<file path="src/rtl/riscv_lsu_pkg.sv">
// Shared types and constants for the load/store sequencer: FSM states,
// extender type codes, funct3 encodings and access-size helpers.
package riscv_lsu_pkg;

  typedef enum logic [2:0] {
    S_IDLE,
    S_RD_WAIT,
    S_MDR_LATCH,
    S_WB,
    S_WRITE,
    S_END_ERR
  } lsu_state_e;

  typedef enum logic [1:0] {
    SZ_B,
    SZ_H,
    SZ_W,
    SZ_D
  } lsu_size_e;

  localparam logic [3:0] T_LB   = 4'd0;
  localparam logic [3:0] T_LH   = 4'd1;
  localparam logic [3:0] T_LW   = 4'd2;
  localparam logic [3:0] T_LBU  = 4'd3;
  localparam logic [3:0] T_LHU  = 4'd4;
  localparam logic [3:0] T_LWU  = 4'd5;
  localparam logic [3:0] T_SD   = 4'd6;
  localparam logic [3:0] T_SW   = 4'd7;
  localparam logic [3:0] T_SH   = 4'd8;
  localparam logic [3:0] T_SB   = 4'd9;
  localparam logic [3:0] T_LD   = 4'd10;
  localparam logic [3:0] T_IDLE = 4'b1111;

  localparam logic [2:0] F3_LB  = 3'b000;
  localparam logic [2:0] F3_LH  = 3'b001;
  localparam logic [2:0] F3_LW  = 3'b010;
  localparam logic [2:0] F3_LD  = 3'b011;
  localparam logic [2:0] F3_LBU = 3'b100;
  localparam logic [2:0] F3_LHU = 3'b101;
  localparam logic [2:0] F3_LWU = 3'b110;

  localparam logic [2:0] F3_SB  = 3'b000;
  localparam logic [2:0] F3_SH  = 3'b001;
  localparam logic [2:0] F3_SW  = 3'b010;
  localparam logic [2:0] F3_SD  = 3'b011;

  // An access is aligned when the address is a multiple of its size.
  function automatic logic misaligned(input lsu_size_e sz, input logic [2:0] a_lo);
    case (sz)
      SZ_B:    misaligned = 1'b0;
      SZ_H:    misaligned = a_lo[0];
      SZ_W:    misaligned = (a_lo[1:0] != 2'b00);
      default: misaligned = (a_lo != 3'b000);
    endcase
  endfunction

endpackage

</file>
<file path="src/rtl/load_store_sequencer_if.sv">
// Request/strobe bundle between the main control unit (master) and the
// load/store sequencer (slave).
interface load_store_sequencer_if;

  logic        start;
  logic        is_load;
  logic        is_store;
  logic [2:0]  funct3;
  logic [63:0] addr;

  logic        busy;
  logic        done;
  logic        illegal;
  logic        fault;
  logic        mem_rd;
  logic        mem_wr;
  logic        mdr_load;
  logic        reg_wr;
  logic [3:0]  instr_i_type;

  modport master (
    output start, is_load, is_store, funct3, addr,
    input  busy, done, illegal, fault, mem_rd, mem_wr, mdr_load, reg_wr, instr_i_type
  );

  modport slave (
    input  start, is_load, is_store, funct3, addr,
    output busy, done, illegal, fault, mem_rd, mem_wr, mdr_load, reg_wr, instr_i_type
  );

endinterface

</file>
<file path="src/rtl/lsu_type_decode.sv">
// Combinational decode of a memory request into the extender type code,
// a legality flag, a read-modify-write flag and the access size.
module lsu_type_decode
  import riscv_lsu_pkg::*;
(
  input  logic       is_load_i,
  input  logic       is_store_i,
  input  logic [2:0] funct3_i,
  output logic [3:0] type_o,
  output logic       legal_o,
  output logic       rmw_o,
  output lsu_size_e  size_o
);

  always_comb begin
    type_o  = T_IDLE;
    legal_o = 1'b0;
    rmw_o   = 1'b0;
    size_o  = lsu_size_e'(funct3_i[1:0]);

    if (is_load_i && !is_store_i) begin
      legal_o = 1'b1;
      case (funct3_i)
        F3_LB:   type_o = T_LB;
        F3_LH:   type_o = T_LH;
        F3_LW:   type_o = T_LW;
        F3_LD:   type_o = T_LD;
        F3_LBU:  type_o = T_LBU;
        F3_LHU:  type_o = T_LHU;
        F3_LWU:  type_o = T_LWU;
        default: legal_o = 1'b0;
      endcase
    end else if (is_store_i && !is_load_i) begin
      legal_o = 1'b1;
      rmw_o   = 1'b1;
      // Only a full doubleword store can skip the merge read.
      case (funct3_i)
        F3_SB:   type_o = T_SB;
        F3_SH:   type_o = T_SH;
        F3_SW:   type_o = T_SW;
        F3_SD: begin
          type_o = T_SD;
          rmw_o  = 1'b0;
        end
        default: begin
          legal_o = 1'b0;
          rmw_o   = 1'b0;
        end
      endcase
    end
  end

endmodule

</file>
<file path="src/rtl/load_store_sequencer.sv">
// Multicycle load/store sequencer: drives memory strobes, MDR load, register
// write and the extender type code. Define LSU_MISALIGN_TRAP_EN to trap misaligned accesses.
module load_store_sequencer
  import riscv_lsu_pkg::*;
#(
  parameter int unsigned MEM_LATENCY = 1
)
(
  input  logic                  clock,
  input  logic                  reset,
  load_store_sequencer_if.slave bus
);

  localparam int unsigned      CNT_W    = (MEM_LATENCY > 1) ? $clog2(MEM_LATENCY) : 1;
  localparam logic [CNT_W-1:0] CNT_LOAD = CNT_W'(MEM_LATENCY - 1);

  lsu_state_e       state_q, state_d;
  logic [CNT_W-1:0] cnt_q, cnt_d;
  logic [3:0]       type_q, type_d;
  logic             ld_q, ld_d;

  logic             busy_q, done_q, illegal_q, fault_q;
  logic             mem_rd_q, mem_wr_q, mdr_load_q, reg_wr_q;
  logic [3:0]       ity_q;

  logic [3:0]       dec_type;
  logic             dec_legal;
  logic             dec_rmw;
  lsu_size_e        dec_size;
  logic             mis_a;
  logic             accept;
  logic             unused_addr;

  lsu_type_decode u_decode (
    .is_load_i  (bus.is_load),
    .is_store_i (bus.is_store),
    .funct3_i   (bus.funct3),
    .type_o     (dec_type),
    .legal_o    (dec_legal),
    .rmw_o      (dec_rmw),
    .size_o     (dec_size)
  );

`ifdef LSU_MISALIGN_TRAP_EN
  assign mis_a       = misaligned(dec_size, bus.addr[2:0]);
  assign unused_addr = ^{bus.addr[63:3]};
`else
  assign mis_a       = 1'b0;
  assign unused_addr = ^{bus.addr, dec_size};
`endif

  assign accept = (state_q == S_IDLE) && bus.start;

  always_comb begin
    state_d = state_q;
    cnt_d   = cnt_q;
    type_d  = type_q;
    ld_d    = ld_q;

    case (state_q)
      S_IDLE: begin
        if (bus.start) begin
          type_d = dec_type;
          ld_d   = bus.is_load;
          if (!dec_legal || mis_a) begin
            state_d = S_END_ERR;
          end else if (bus.is_load || dec_rmw) begin
            state_d = S_RD_WAIT;
            cnt_d   = CNT_LOAD;
          end else begin
            state_d = S_WRITE;
          end
        end
      end
      S_RD_WAIT: begin
        if (cnt_q == '0) begin
          state_d = ld_q ? S_MDR_LATCH : S_WRITE;
        end else begin
          cnt_d = cnt_q - 1'b1;
        end
      end
      S_MDR_LATCH: state_d = S_WB;
      S_WB:        state_d = S_IDLE;
      S_WRITE:     state_d = S_IDLE;
      S_END_ERR:   state_d = S_IDLE;
      default:     state_d = S_IDLE;
    endcase
  end

  // Outputs are registered from the next state so they line up with state_q.
  always_ff @(posedge clock) begin
    if (reset) begin
      state_q    <= S_IDLE;
      cnt_q      <= '0;
      type_q     <= T_IDLE;
      ld_q       <= 1'b0;
      busy_q     <= 1'b0;
      done_q     <= 1'b0;
      illegal_q  <= 1'b0;
      fault_q    <= 1'b0;
      mem_rd_q   <= 1'b0;
      mem_wr_q   <= 1'b0;
      mdr_load_q <= 1'b0;
      reg_wr_q   <= 1'b0;
      ity_q      <= T_IDLE;
    end else begin
      state_q    <= state_d;
      cnt_q      <= cnt_d;
      type_q     <= type_d;
      ld_q       <= ld_d;
      busy_q     <= (state_d != S_IDLE);
      done_q     <= (state_d inside {S_WB, S_WRITE, S_END_ERR});
      illegal_q  <= accept && !dec_legal;
      fault_q    <= accept && dec_legal && mis_a;
      mem_rd_q   <= (state_d == S_RD_WAIT);
      mem_wr_q   <= (state_d == S_WRITE);
      mdr_load_q <= (state_d == S_MDR_LATCH);
      reg_wr_q   <= (state_d == S_WB);
      ity_q      <= (state_d == S_IDLE || state_d == S_END_ERR) ? T_IDLE : type_d;
    end
  end

  assign bus.busy         = busy_q;
  assign bus.done         = done_q;
  assign bus.illegal      = illegal_q;
  assign bus.fault        = fault_q;
  assign bus.mem_rd       = mem_rd_q;
  assign bus.mem_wr       = mem_wr_q;
  assign bus.mdr_load     = mdr_load_q;
  assign bus.reg_wr       = reg_wr_q;
  assign bus.instr_i_type = ity_q;

endmodule

</file>
<file path="src/flat_wrapper.sv">
// flat-port wrapper written by rule: the top's interface ports become plain ports
module load_store_sequencer_flat import riscv_lsu_pkg::*;
#(
  parameter int unsigned MEM_LATENCY = 1
)
  (clock, reset, bus_start, bus_is_load, bus_is_store, bus_funct3, bus_addr, bus_busy, bus_done, bus_illegal, bus_fault, bus_mem_rd, bus_mem_wr, bus_mdr_load, bus_reg_wr, bus_instr_i_type);
  load_store_sequencer_if bus_i ();
  input  logic clock;
  input  logic reset;
  input wire logic [$bits(bus_i.start)-1:0] bus_start;
  input wire logic [$bits(bus_i.is_load)-1:0] bus_is_load;
  input wire logic [$bits(bus_i.is_store)-1:0] bus_is_store;
  input wire logic [$bits(bus_i.funct3)-1:0] bus_funct3;
  input wire logic [$bits(bus_i.addr)-1:0] bus_addr;
  output wire logic [$bits(bus_i.busy)-1:0] bus_busy;
  output wire logic [$bits(bus_i.done)-1:0] bus_done;
  output wire logic [$bits(bus_i.illegal)-1:0] bus_illegal;
  output wire logic [$bits(bus_i.fault)-1:0] bus_fault;
  output wire logic [$bits(bus_i.mem_rd)-1:0] bus_mem_rd;
  output wire logic [$bits(bus_i.mem_wr)-1:0] bus_mem_wr;
  output wire logic [$bits(bus_i.mdr_load)-1:0] bus_mdr_load;
  output wire logic [$bits(bus_i.reg_wr)-1:0] bus_reg_wr;
  output wire logic [$bits(bus_i.instr_i_type)-1:0] bus_instr_i_type;
  assign bus_i.start = bus_start;
  assign bus_i.is_load = bus_is_load;
  assign bus_i.is_store = bus_is_store;
  assign bus_i.funct3 = bus_funct3;
  assign bus_i.addr = bus_addr;
  assign bus_busy = bus_i.busy;
  assign bus_done = bus_i.done;
  assign bus_illegal = bus_i.illegal;
  assign bus_fault = bus_i.fault;
  assign bus_mem_rd = bus_i.mem_rd;
  assign bus_mem_wr = bus_i.mem_wr;
  assign bus_mdr_load = bus_i.mdr_load;
  assign bus_reg_wr = bus_i.reg_wr;
  assign bus_instr_i_type = bus_i.instr_i_type;
  load_store_sequencer #(.MEM_LATENCY(MEM_LATENCY)) u_core (.clock(clock), .reset(reset), .bus(bus_i));
endmodule
</file>
<file path="config.mk">
export PLATFORM = sky130hd
export DESIGN_NAME = load_store_sequencer_flat
export DESIGN_NICKNAME = d
export VERILOG_FILES = /design/src/rtl/riscv_lsu_pkg.sv /design/src/rtl/load_store_sequencer_if.sv /design/src/rtl/lsu_type_decode.sv /design/src/rtl/load_store_sequencer.sv /design/src/flat_wrapper.sv
export SDC_FILE = /design/constraint.sdc
export NUM_CORES = 1
export LEC_CHECK = 0
export CORE_ASPECT_RATIO = 1.5
export CORE_MARGIN = 2
export CORE_UTILIZATION = 30
export DETAILED_ROUTE_END_ITERATION = 7
export PLACE_DENSITY = 0.95
export SLEW_MARGIN = 20
export SYNTH_ARGS = -nofsm -noshare
export SYNTH_HDL_FRONTEND = slang
export SYNTH_SLANG_ARGS = --single-unit
</file>
<file path="constraint.sdc">
create_clock -name clock -period 2.48 [get_ports clock]
set_clock_uncertainty 0.2 [all_clocks]
set_input_delay 0.496 -clock clock [delete_from_list [all_inputs] [get_ports clock]]
set_output_delay 0.496 -clock clock [all_outputs]
set_load 0.05 [all_outputs]
</file>
## Yosys cells after proc, flatten, opt, wreduce, memory -nomap -nowiden

Cells that the tools add are included.

- $add $sub $neg: 1
- Eq/ne operators: 16
- Mux-type cells: 24
- Reduce and logical (&&, ||, !) cells: 21

Operators by type and width:

| operator | count |
|---|---|
| $pmux 4 s7 | 1 |
| $mux 4 | 4 |
| $pmux 4 s4 | 1 |
| $eq 3x2->1 const B | 5 |
| $eq 3x3->1 const B | 5 |
| $mux 3 | 5 |
| $mux 1 | 11 |
| $eq 3x1->1 const B | 3 |
| $logic_not 3->1 | 3 |
| $pmux 3 s3 | 1 |
| $reduce_or 7->1 | 1 |
| $reduce_bool 3->1 | 2 |
| $logic_and 1x1->1 | 4 |
| $ne 2x2->1 const B | 2 |
| $reduce_and 4->1 | 1 |
| $reduce_or 4->1 | 1 |
| $logic_not 1->1 | 3 |
| $reduce_or 3->1 | 1 |
| $logic_or 1x1->1 | 2 |
| $ne 2x1->1 const B | 1 |
| $pmux 1 s2 | 1 |
| $reduce_and 2->1 | 1 |
| $reduce_bool 2->1 | 1 |
| $reduce_or 2->1 | 1 |
| $sub 1x1->1 const B | 1 |

- Flip-flop bits (word level): 20
- Input port bits: 72
- Output and inout port bits: 12
- Logic and storage cells: 74

## Depth between registers and ports, before layout

Gate-level depths: netlist (run 1).

- Depth in word-level cells: 13
- Depth in mapped cells: 5
- Depth with buffers taken out: 4

## By module

Synthesis (run 1) repeated with hierarchy kept, for this count alone.

- Cells, all modules: 86
- Area, all modules: 852.1 um^2

By module, submodules not included:

| module | times used | cells each | area each (um^2) | seq. area each (um^2) |
|---|---|---|---|---|
| load_store_sequencer | 1 | 65 | 713.2 | 380.4 |
| lsu_type_decode | 1 | 21 | 138.9 | 0.0 |

## Worst setup path before layout (run 1)

Ideal clock, no wire load.

- Kind: input to register
- Start point: input port reset
- End point: register u_core.ity_q[0], in the netlist u_core.bus.instr_i_type[0]
- Setup time: 0.136 ns
- Arrival time: 1.397 ns
- Required time: 2.144 ns
- Path slack: 0.747 ns
- Stages on the path: 4
- Buffers on the path: 1
- Cells stage by stage: clkbuf_1 > or2_2 > a211oi_2 > nand3_1

- Longest elaborated chain between the ends: 1

RTL lines:

| element | RTL line | source |
|---|---|---|
| start: declaration | flat_wrapper.sv:9 | `input logic reset;` |
| $reduce_or 2->1 (no source line) | n/a |  |
| end signal: assignment | load_store_sequencer.sv:119 | `ity_q <= (state_d == S_IDLE \|\| state_d == S_END_ERR) ? T_IDLE : type_d;` |
| end: declaration | load_store_sequencer.sv:24 | `logic [3:0] ity_q;` |

Every way passes these cells.
A chain may end at the register's enable or synchronous reset.

## Worst setup path after layout (run 1)

- Start point: input port bus_funct3[2]
- End point: register u_core.state_q[0]

- Longest elaborated chain between the ends: 10
- Elaborated cells between the ends (all ways): 22
- Classes of those cells: 6 x eq/ne; 11 x mux; 5 x reduce/logical

RTL lines:

| element | RTL line | source |
|---|---|---|
| start: declaration | flat_wrapper.sv:13 | `input wire logic [$bits(bus_i.funct3)-1:0] bus_funct3;` |
| $eq 3x2->1 (tied with other cells) | lsu_type_decode.sv:23, lsu_type_decode.sv:37 |  |
| $reduce_or 3->1 (no source line) | n/a |  |
| $mux 1 | lsu_type_decode.sv:37 | `case (funct3_i)` |
| $mux 1 | lsu_type_decode.sv:33 | `end else if (is_store_i && !is_load_i) begin` |
| $mux 1 | lsu_type_decode.sv:21 | `if (is_load_i && !is_store_i) begin` |
| $logic_or 1x1->1 | load_store_sequencer.sv:67 | `end else if (bus.is_load \|\| dec_rmw) begin` |
| $mux 3 | load_store_sequencer.sv:67 |  |
| $mux 3 * | load_store_sequencer.sv:65 | `if (!dec_legal \|\| mis_a) begin` |
| $mux 3 * | load_store_sequencer.sv:62 | `if (bus.start) begin` |
| $pmux 3 s3 * | load_store_sequencer.sv:60 | `case (state_q)` |
| end signal: assignment | load_store_sequencer.sv:107 | `state_q <= state_d;` |
| end: declaration | load_store_sequencer.sv:17 | `lsu_state_e state_q, state_d;` |

Mark *: on every way between the ends. The rest lies on a longest branch, timed or not.

==> results.cfg, run 1 <==
[outcome]
outcome = completed

[clock_network]
cts.sinks = 19
cts_resized = 0
cts_tree = built
root_buffer = clkbuf_8
cts_buffers = 3
cts.htree.levels = 1
ctsHoldBuffers = 0
post_cts.repair.setup_buffers = 0
clock_path_buffers = 2
clk_pin_slew_worst_paths_ns = 0.07
clk_latency_ns = 0.26

[logic_synthesis]
ys_seq_area_frac = 0.4691
synthTopCellsByCount = 19 x dfxtp_1, 10 x nand2_1, 5 x a21oi_1, 5 x nor2_1
synth_ff_type = dfxtp_1
synth.most_common_cell = dfxtp_1
postSynthCellCount = 83
yosys.area.top_type = dfxtp_1
synth_area_um2 = 810.8
synth-seq-cells = 19
ys_types = 34
async_flop_share = 0
syn-num-nets = 155
synth-edff-count = 0
synth_top_area_frac = 0.4691
avgSynthCellArea_um2 = 9.768
synth.yosys.warnings = 0
synthTopCellsByArea = dfxtp_1 47%, nand2_1 4.6%, a221oi_2 3.7%

[drt]
via_per_inst = 4.829
wire_per_inst_um = 11.55
finalWirelength_um = 1617
vias = 676
postRouteAntennaNets = 0
remaining_drc_errors = 0
first_iter_violations = 27
drt_pass1_iterations = 4

[grt]
grt_overflow = 0
grt_pass1_wl_um = 2732
grt_start_max_net_pins = 11
track_usage = 0.1257
antenna_found_initial = 0
grt_pass1_vias = 650

[cells_and_area]
syn2layout_area_growth_pct = 31.94
multi_input_area_um2 = 395.4
fin_area_um2 = 1070
num-fill-cells = 248
final_layout_size_suffix_gt1_frac = 0.1553
seqCellArea_um2 = 380.4
final_nets = 176
diodes = 0

[sta]
period_share = 0.8418
setup_ws_ns = 0.3924
setup_viol = 0
max_freq_mhz = 479.0
grt_setup_unrepaired = false
period_minus_slack_ns = 2.088
slew_violations = 0
finalSetupTns_ns = 0
final_hold_viol_count = 0

[power]
p_sw_frac = 0.2969
power.density_nw_per_um2 = 673.7
finalPower_mw = 0.7207
power.leakage_nw = 0.3963
pwr-share-seq = 0.471
combPwrFrac = 0.232
p_int_mw = 0.5067
power.switching_mw = 0.2140
clkPwrFrac = 0.297
vdd.ir_drop.worst_uv = 364.4

[die]
coreArea_um2 = 2619
die_w_um = 46.45
die_y_um = 67.67
rows = 23
die-area_um2 = 3143
io_pins = 84
initial_utilization = 0.3096

[placed_design]
post_dp_cell_area_um2 = 1025
portBuffers = 18
place_congestion = 0.7796
post-dp-hpwl_um = 1211
dp_slack_ns = 0.1535

[setup_path]
ff2ff_path_depth = 4
cp_max_fo = 7
worstPathRequired_ns = 2.43
start_kind = primary input
cp-end-kind = flop
worstPathArrival_ns = 2.04
worst-setup-path-type = primary input to flop

[run]
cap_viol_max_count = 0

[min_path]
hp-class = flop to flop
holdPathStages = 2
[worst max-delay path, stage by stage]
cell and delay, ns:
clkdlybuf4s50_1 0.56, nor3b_4 0.42, nand3_1 0.17, a21o_1 0.22
and3b_1 0.18
[cell usage in the layout, fill, tap and decap left out]
cell type,count
o21ai_0,4
a22oi_1,1
nor2_1,5
a22oi_2,1
a2111oi_2,1
nor2_4,1
nor4bb_1,1
nand2_1,10
nor3_1,1
a221oi_2,2
a21oi_1,5
clkbuf_1,1
buf_4,2
nor3b_4,1
nand2_2,1
a41oi_2,1
clkdlybuf4s50_1,18
clkbuf_8,3
a21o_1,1
nor2b_1,2
nor3b_1,1
or2_2,1
o211ai_1,1
and3b_1,1
inv_1,2
nand2b_1,4
dfxtp_1,19
a211oi_2,1
nand3b_1,3
nor4b_1,1
o21ai_1,1
or4b_4,1
conb_1,1
nand3_1,4
[metal layers]
layer	track usage	part of all wire	vias up
met3	0.02674	0.063	4
met5	0	0	-
met4	0.08571	0.028	0
li1	-	-	333
met2	0.2188	0.52	27
met1	0.1272	0.39	312
[path summary, 6_finish.rpt]
check                                       start                    endpoint  slack, ns
worst min-delay path             u_core.type_q[3]  u_core.bus.instr_i_type[3]       0.26
worst max register to register  u_core.state_q[0]            u_core.type_q[1]       0.77
worst min register to register   u_core.type_q[3]  u_core.bus.instr_i_type[3]       0.26
worst max-delay path                bus_funct3[2]           u_core.state_q[0]       0.39
[power groups by stage]
stage	clock network (mW)	logic (mW)	registers [mW]
2_1_floorplan	0	0.0783	0.386
3_3_place_gp	0	0.162	0.345
3_5_place_dp	0	0.167	0.347
4_1_cts	0.219	0.168	0.340
5_1_grt	0.231	0.180	0.342
6_report	0.214	0.167	0.340
[through the flow]
| step | hold WS [ns] | std cells | utilization |
|---|---|---|---|
| after global routing | 0.2921 | 140 | 0.4085 |
| after floorplan | 0.2253 | 83 | - |
| after global placement | 0.2470 | 136 | 0.3913 |
| final | 0.2647 | 140 | 0.4085 |
| after detailed placement | 0.2509 | 136 | 0.3913 |
| after CTS | 0.2676 | 140 | 0.4085 |
[registers in the layout (all words and copies together), names as in the netlist]
signal,count
u_core.bus.done,1
u_core.type_q,4
u_core.bus.reg_wr,1
u_core.bus.busy,1
u_core.bus.mem_wr,1
u_core.bus.instr_i_type,4
u_core.bus.mdr_load,1
u_core.ld_q,1
u_core.bus.mem_rd,1
u_core.bus.illegal,1
u_core.state_q,3
[kinds of logic after synthesis]
| logic type | Yosys count | share of synthesized area |
|---|---|---|
| other cells | 1 | 0.004625 |
| compound gates | 19 | 0.1960 |
| simple gates | 38 | 0.2870 |
| buf+inv | 6 | 0.04321 |
| flops | 19 | 0.4691 |
[layout make-up]
class	instances	share of cell area
tap	37	0.04327
sequential	19	0.3556
clock buffer	4	0.04211
multi-input combinational	58	0.3696
timing repair buffer	20	0.1825
inverter	2	0.007018
(Power assumes the default switching activity.)
==> inputs of run 2 (changes only) <==
CORE_UTILIZATION = 25   (was 30)
PLACE_DENSITY = 0.85   (was 0.95)
clock period = 1.9 ns   (was 2.48 ns; I/O delays follow)
==> results.cfg, run 2 (synthesized netlist as in run 1, its figures left out) <==
[sta]
grt_setup_unrepaired = false
setup_viol = 0
period_minus_slack_ns = 1.837
period_share = 0.9666
final_hold_viol_count = 0
slew_violations = 0
max_freq_mhz = 544.5

[cells_and_area]
final_layout_size_suffix_gt1_frac = 0.3621
syn2layout_area_growth_pct = 42.59
final_nets = 189
seqCellArea_um2 = 380.4
num-fill-cells = 325
fin_area_um2 = 1156
diodes = 0
final_common_cell = buf_4
multi_input_area_um2 = 415.4
layout_common_cells = 25 x buf_4, 19 x dfxtp_1, 10 x nand2_1

[power]
power.leakage_nw = 0.4725
finalPower_mw = 0.9573
vdd.ir_drop.worst_uv = 360.8
power.density_nw_per_um2 = 828.0

[drt]
maxUsedRoutingLayer = met4
wire_per_inst_um = 10.78
vias = 687
via_per_inst = 4.404
drt_pass1_iterations = 4
drt-met1-wl_um = 731
remaining_drc_errors = 0
met3WireLength_um = 73
postRouteAntennaNets = 0
dr_wl_met2_um = 818
finalWirelength_um = 1682
first_iter_violations = 6

[setup_path]
worstPathRequired_ns = 1.90
start_kind = primary input
worst-setup-path-type = primary input to flop
cp_max_fo = 5
cp-end-kind = flop
worstPathArrival_ns = 1.83

[die]
io_pins = 84
initial_utilization = 0.2592
die-area_um2 = 3724
die_y_um = 73.75
rows = 25
die_w_um = 50.50
coreArea_um2 = 3128

[placed_design]
post-dp-hpwl_um = 1257
portBuffers = 18
post_dp_cell_area_um2 = 1084
place_congestion = 0.8277

[clock_network]
clk_latency_ns = 0.26
cts.sinks = 19
cts_buffers = 3
root_buffer = clkbuf_8
ctsHoldBuffers = 0
cts.htree.levels = 1
clock_path_buffers = 2
clk_pin_slew_worst_paths_ns = 0.06
cts_tree = built

[outcome]
outcome = completed

[grt]
grt_pass1_wl_um = 2739
grt_overflow = 0
grt_pass1_vias = 647
antenna_found_initial = 0
track_usage = 0.1002
grt_start_max_net_pins = 11

[min_path]
hp-class = flop to flop

[run]
cap_viol_max_count = 0
==> run 2: changes by cell type in the layout (fill, tap and decap cells not counted) <==
cell,previous run,this run
a21oi_1,5,4
a21oi_2,0,1
buf_4,2,25
clkdlybuf4s50_1,18,7
nor2b_1,2,1
nor2b_2,0,1
or4b_4,1,2
==> run 2: area by class of cell <==
cell class                      instances  share of cell area
Tap cell                               40             0.04329
Timing Repair Buffer                   32              0.2229
Clock buffer                            4             0.03896
Sequential cell                        19              0.3290
Multi-Input combinational cell         59              0.3593
Inverter                                2            0.006493
==> run 2: final timing paths <==
path                                        start                    endpoint  slack [ns]  cells after the start
worst max-delay path                    bus_start            u_core.type_q[3]        0.06                      5
worst max register to register  u_core.state_q[0]            u_core.type_q[3]        0.25                      4
worst min register to register   u_core.type_q[0]  u_core.bus.instr_i_type[0]        0.27                      2
worst min-delay path             u_core.type_q[0]  u_core.bus.instr_i_type[0]        0.27                      2
==> run 2: report_power, final <==
group	internal, mW	total, mW	switching [mW]
Sequential	0.429	0.446	0.0168
Clock	0.149	0.271	0.122
Combinational	0.101	0.240	0.139
Total	0.679	0.957	0.278
==> run 2: per-stage QoR <==
| stage | util | hold slack (ns) | instances | worst slack [ns] | TNS [ns] |
|---|---|---|---|---|---|
| CTS | 0.3608 | 0.2745 | 154 | 0.06169 | 0 |
| global placement | 0.3464 | 0.2450 | 150 | -0.1889 | -1.881 |
| finish | 0.3696 | 0.2655 | 156 | 0.06342 | 0 |
| floorplan | - | 0.2253 | 83 | 0.2831 | 0 |
| detailed placement | 0.3464 | 0.2589 | 150 | -0.2231 | -2.389 |
| global route | 0.3696 | 0.2949 | 156 | 0.008174 | 0 |
==> run 2: what timing repair did <==
action                                 in CTS  in global routing
endpoints found under the hold margin       0                  0
resized for setup                           0                  3
setup buffers                               0                  1
setup endpoints to repair                   0                  7
==> run 2: routing by layer <==
metal  global-route usage  up-vias
met5                    0        -
met4              0.08108        0
met3              0.02439        5
met2               0.1594       20
met1               0.1124      300
li1                     -      362
==> run 2: worst max-delay path, cell delays in order <==
cell	delay [ns]
clkdlybuf4s50_1	0.52
or4b_4	0.54
a221oi_2	0.24
a21oi_2	0.07
nand2b_1	0.08
==> inputs of run 3 (changes only) <==
HOLD_SLACK_MARGIN = 0.08   (was default)
==> results of run 3 <==
Final layout, timing and power as in run 2 (identical DEF).
